<file path="src/rtl/six_bit_rotate_solver.sv">
// six_bit_rotate_solver: finds the left/right rotation mapping xVal onto targetVal, one candidate per cycle.
module six_bit_rotate_solver #(
  parameter bit CANONICAL = 1'b1
) (
  input  logic       clk,
  input  logic       reset,
  input  logic       start,
  input  logic [5:0] xVal,
  input  logic [5:0] targetVal,
  output logic       busy,
  output logic       done,
  output logic       found,
  output logic       direction,
  output logic [2:0] shamt
);
  typedef enum logic [1:0] {IDLE, SEARCH, DONE} state_t;
  state_t     state_q, state_d;
  logic [5:0] work_q, work_d, tgt_q, tgt_d;
  logic [2:0] k_q, k_d, shamt_q, shamt_d;
  logic       found_q, found_d, dir_q, dir_d;
  logic       hit, flip;
  assign hit  = work_q == tgt_q;
  // matches beyond a half turn are shorter as a right rotation
  assign flip = CANONICAL && k_q > 3'd3;
  always_comb begin
    state_d = state_q;
    work_d  = work_q;
    tgt_d   = tgt_q;
    k_d     = k_q;
    found_d = found_q;
    dir_d   = dir_q;
    shamt_d = shamt_q;
    case (state_q)
      IDLE: if (start) begin
        state_d = SEARCH;
        work_d  = xVal;
        tgt_d   = targetVal;
        k_d     = 3'd0;
      end
      SEARCH: if (hit || k_q == 3'd5) begin
        state_d = DONE;
        found_d = hit;
        dir_d   = !(hit && flip);
        shamt_d = !hit ? 3'd0 : flip ? 3'd6 - k_q : k_q;
      end else begin
        work_d = {work_q[4:0], work_q[5]};
        k_d    = k_q + 3'd1;
      end
      default: state_d = IDLE;
    endcase
  end
  always_ff @(posedge clk) begin
    if (reset) begin
      state_q <= IDLE;
      work_q  <= '0;
      tgt_q   <= '0;
      k_q     <= '0;
      found_q <= 1'b0;
      dir_q   <= 1'b0;
      shamt_q <= '0;
    end else begin
      state_q <= state_d;
      work_q  <= work_d;
      tgt_q   <= tgt_d;
      k_q     <= k_d;
      found_q <= found_d;
      dir_q   <= dir_d;
      shamt_q <= shamt_d;
    end
  end
  assign busy      = state_q != IDLE;
  assign done      = state_q == DONE;
  assign found     = found_q;
  assign direction = dir_q;
  assign shamt     = shamt_q;
endmodule

</file>
<file path="config.mk">
export PLATFORM = sky130hd
export DESIGN_NAME = six_bit_rotate_solver
export DESIGN_NICKNAME = d
export VERILOG_FILES = /design/src/rtl/six_bit_rotate_solver.sv
export SDC_FILE = /design/constraint.sdc
export NUM_CORES = 1
export LEC_CHECK = 0
export ABC_CLOCK_PERIOD_IN_PS = 2150
export CORE_MARGIN = 8
export CORE_UTILIZATION = 40
export DETAILED_ROUTE_END_ITERATION = 16
export RECOVER_POWER = 25
export SLEW_MARGIN = 25
export SYNTH_ARGS = -nofsm -noshare
export SYNTH_HDL_FRONTEND = slang
export SYNTH_SLANG_ARGS = --single-unit
</file>
<file path="constraint.sdc">
create_clock -name clk -period 2.15 [get_ports clk]
set_input_delay 0.3225 -clock clk [delete_from_list [all_inputs] [get_ports clk]]
set_output_delay 0.3225 -clock clk [all_outputs]
set_load 0.1 [all_outputs]
</file>
# --- Word-level counts from Yosys, hierarchy flattened ---
# Index checks and enable logic that the tools add are counted.
word_totals:
  register_bits: 22
  in_bits: 15
op_classes:
  n_addsub: 2
  order_cmp: 1
  n_eq_ne: 7
  muxes: 11
  n_reduce_logical: 10
ops:
  columns: ["operator", "n"]
  rows:
  - ["2-to-1 mux 3 bit", 4]
  - ["2-to-1 mux 6 bit", 2]
  - ["case mux 6 bit (2 select lines)", 1]
  - ["== test 6 bit", 1]
  - ["inequality test 2 bit, second input constant", 3]
  - ["case mux 3 bit (2 select lines)", 1]
  - ["AND reduction 2 bit", 3]
  - ["2-to-1 mux 2 bit", 2]
  - ["case mux 2 bit (2 select lines)", 1]
  - ["nonzero test 2 bit", 2]
  - ["adder 3 x 1 -> 3 bit, second input constant", 1]
  - ["== test 3 bit, second input constant", 1]
  - ["greater-than comparator 3 x 2 -> 1 bit, second input constant", 1]
  - ["AND reduction 3 bit", 1]
  - ["subtractor 3 bit, first input constant", 1]
  - ["== test 2 x 1 -> 1 bit, second input constant", 1]
  - ["== test 2 bit, second input constant", 1]
  - ["zero test 2 bit", 1]
  - ["logical AND 1 bit", 1]
  - ["zero test 1 bit", 1]
  - ["logical OR 1 bit", 1]

# --- Longest topological paths before layout ---
depth:
  depth_word: 4
  depth_mapped: 6
  mapped_depth_nobuf: 6

# --- Worst setup path after synthesis ---
# Ideal clock, no wire load.
synth_timing:
  path_kind: "register to output"
  from: "register state_q[1]"
  to: "output done"
  arrival_ns: 1.724
  path_slack_ns: 0.104
  stages_incl_launch_ff: 2
  n_path_buf: 0
  cell_sequence: "dfxtp_1 > nor2b_1"
synth_between:
  elab_chain_len: 1
synth_lines:
  columns: ["item", "line_no", "source"]
  rows:
  - ["start: declaration", "17", "state_t state_q, state_d;"]
  - ["start signal: assignment", "62", "state_q <= state_d;"]
  - ["== test 2 bit", "72", "assign done = state_q == DONE;"]
  - ["end: declaration", "11", "output logic done,"]
# Every way passes these cells.

# --- Worst setup path after layout ---
layout_timing:
  from: "register tgt_q[4]"
  to: "register shamt_q[0] (netlist: shamt[0])"
layout_between:
  elab_chain_len: 3
  word_cells_on_any_way: 4
  classes_between: "1 x eq/ne; 1 x mux; 2 x reduce/logical"
layout_lines:
  columns: ["item", "line_no", "source"]
  rows:
  - ["start: declaration", "18", "logic [5:0] work_q, work_d, tgt_q, tgt_d;"]
  - ["start signal: assignment", "64", "tgt_q <= tgt_d;"]
  - ["== test 6 bit (*)", "22", "assign hit = work_q == tgt_q;"]
  - ["logical OR 1 bit", "40", "SEARCH: if (hit || k_q == 3'd5) begin"]
  - ["AND reduction 2 bit (no line)", null, null]
  - ["end signal: assignment", "68", "shamt_q <= shamt_d;"]
  - ["end: declaration", "19", "logic [2:0] k_q, k_d, shamt_q, shamt_d;"]
# Mark *: on every way between the ends. The rest lies on a longest branch, timed or not.
# A chain may end at the register's enable or synchronous reset.

==> metrics <==
clock skew=0.008407 ns; Clk pin slew, worst setup/hold paths=roughly 0.13 ns; DP HPWL=2.085 mm; Syn Nets=144; Final ANT Viol Nets=0; grt ovf=0; Final setup viols=0; Tcrit/Tclk final=82.28%; sequential share of the synthesized area=39.20%; PwrDens=990.4 nW/um^2; complex-gate fraction of the synthesized area=17.37%; Hold Crit Class=reg2reg; Post-Synth Adder-Cell Area=about 3.3%; placed cell area=1381 sq um; post-synthesis xor/xnor area fraction=4.677%; Layout fillers=281; IO buf count=21; Min Hold Slack=0.4761 ns; Leak=0.5982 nW; Die W=69 um; final non-filler cell total=184; Layout Nets=roughly 170; largest family of logic cells by synthesized area=simple AND/OR/NAND/NOR gates; Die ar.=4761 sq um; Total Routing Usage GR=10.69%; DRC=0; RSZ-0062 raised after global routing=no; clock latency on the worst-skew pair=0.31 ns; Crit Path Max Fanout=9; CP bufs+invs=0; Num CTS Buffers=3; Clock Path Buffers=2; Vias=966; final worst path period need=1.769 ns; largest net degree at the start of global routing=14; drt total wl=2.635 mm; Die Y=69 um; Crit. End Element=flip-flop; hold path depth=2; worst-path cell chain=xor2_1 -> nor4_4 -> nand3_4 -> mux2_4; # rows=19; outcome=complete, no violations; hold-fix buffers at CTS=0; Worst Setup SP=tgt_q[4]$_SDFFE_PP0P_; initial antenna violation count=0; Yosys cell types=28; share of layout cells above drive strength 1=16.34%; number of global-route vias before repair=approximately 950; multi-input logic area=629.4 sq um; drt wl/cell=14.32 um; Max transition margin=59.17%; DRT Pass-1 Iters=4; cell area after synthesis=~1100 sq um; # IOs=22; CORE AREA=around 2700 sq um; initial drt markers=46; Worst setup SP type=flip-flop; cell count after placement=180; register area=440.4 sq um; crit-path max cell delay=0.60 ns; Initial Utilization=41.46%; WP data arrival=about 2.0 ns; fin area=between 1000 and 1500 sq um; fmax=0.5653 GHz; setup total negative slack=0 ns; WP data required=2.36 ns; post-synthesis simple-gate area fraction=about a fifth; #FFs+latches synth=22; RR Startpoint=tgt_q[4]$_SDFFE_PP0P_; hold_sp=tgt_q[3]$_SDFFE_PP0P_; Clock Tree Root=clkbuf_4; Worst-Margin Slew=0.6079 ns; number of max-cap violations=0; worst vdd ir=roughly 0.51 mV; first-pass GRT wire length=about 4.3 mm; Total Power=1.409 mW; number of diodes=0; Final Hold Fails=0; # H-tree levels=1; delay-heaviest family, CP=simple AND/OR/NAND/NOR gates; most frequent cells in the layout=dfxtp_1 (22), nand2_1 (17), clkdlybuf4s50_1 (13); Mapped Cells=around 130; Levels on crit path=4; area grow syn2layout=26.61%; Via density=approximately 5.3; post-CTS setup buffers=0; post-CTS sizing=0; GPL Wtd Cong=~0.81; kind of critical path=reg2reg; Syn. warnings=0; Worst path slowest cell=nor4_4; R2R cell count=4; mux contribution to synthesized area=about an eighth; Final Slew Violations=0; most common cell after layout, fill and taps aside=dfxtp_1; CTS Sinks=22; syn avg cell area=8.917 sq um; CTS tree=yes
[logic make-up after synthesis]
group / after synthesis
buffers and inverters: 13
AOI/OAI and AO/OA: 30
xor gates and xnor gates: 6
DFF: 22
and+or+nand+nor: 40
muxes: 12
adders and majority gates: 3
[worst reg2reg max path: stages (launching register included)]
cell and delay (ns):
dfxtp_1 0.34, xor2_1 0.18, nor4_4 0.60, nand3_4 0.22, mux2_4 0.34
[stage by stage]
stage	utilization (%)	setup WS, ns
after floorplan	-	0.1036
after global placement	50.97	0.3632
after detailed placement	50.97	0.3591
after CTS	52.91	0.3750
after global routing	52.49	0.2901
final	52.49	0.3810
[state kept, by name (all words and copies together) (netlist names)]
signal and flops:
direction 1, state_q 2, found 1, tgt_q 6
k_q 3, shamt 3, work_q 6
[Yosys cell counts]
library cell	instances	share of area, %
nor3b_2	1	1.1
a211oi_1	12	8.0
and3_1	1	0.56
xor2_1	6	4.7
mux2_4	1	1.3
buf_1	1	0.33
dfxtp_1	22	39
nor2b_1	2	1.1
and2b_1	1	0.67
nand3_1	5	2.2
mux2_2	6	6.0
a21o_2	1	0.78
nand3_4	1	1.6
mux2i_1	5	4.5
inv_1	10	3.3
nor3_1	1	0.45
or3_1	2	1.1
ha_1	3	3.3
o311ai_0	1	0.78
a22o_1	1	0.78
o21ai_0	3	1.3
clkbuf_1	2	0.67
nor2_1	7	2.3
o221ai_1	1	0.78
nand2b_1	1	0.56
a21oi_1	11	4.9
nand2_1	17	5.7
nor4_4	1	1.9
[path summary, 6_finish.rpt]
path,end,slack (ns)
min reg2reg,tgt_q[3]$_SDFFE_PP0P_,0.48
max,shamt[0]$_SDFFE_PP0P_,0.38
max reg2reg,shamt[0]$_SDFFE_PP0P_,0.38
min,tgt_q[3]$_SDFFE_PP0P_,0.48
[power breakdown]
group          internal (mW)  switching (mW)  total (mW)
Combinational          0.213           0.345       0.558
Clock                  0.188           0.127       0.316
Sequential             0.472          0.0634       0.536
Total                  0.873           0.536        1.41
[area by class of cell]
type / instances / area share (%)
Clock buffer: 3 / 1.583
Clock inverter: 1 / 2.111
Inverter: 10 / 2.639
Multi-Input combinational cell: 91 / 44.24
Sequential cell: 22 / 30.96
Tap cell: 31 / 2.726
Timing Repair Buffer: 26 / 15.74
[metal layers]
layer / vias to the layer above / global-route usage [%] / routed length, um
met5: - / 0 / 0
met4: 0 / 5.011 / 41
li1: 498 / - / -
met3: 4 / 2.432 / 87
met2: 13 / 19.16 / 1389
met1: 451 / 11.48 / 1117
Note: power is estimated with default switching activity, not from simulation.
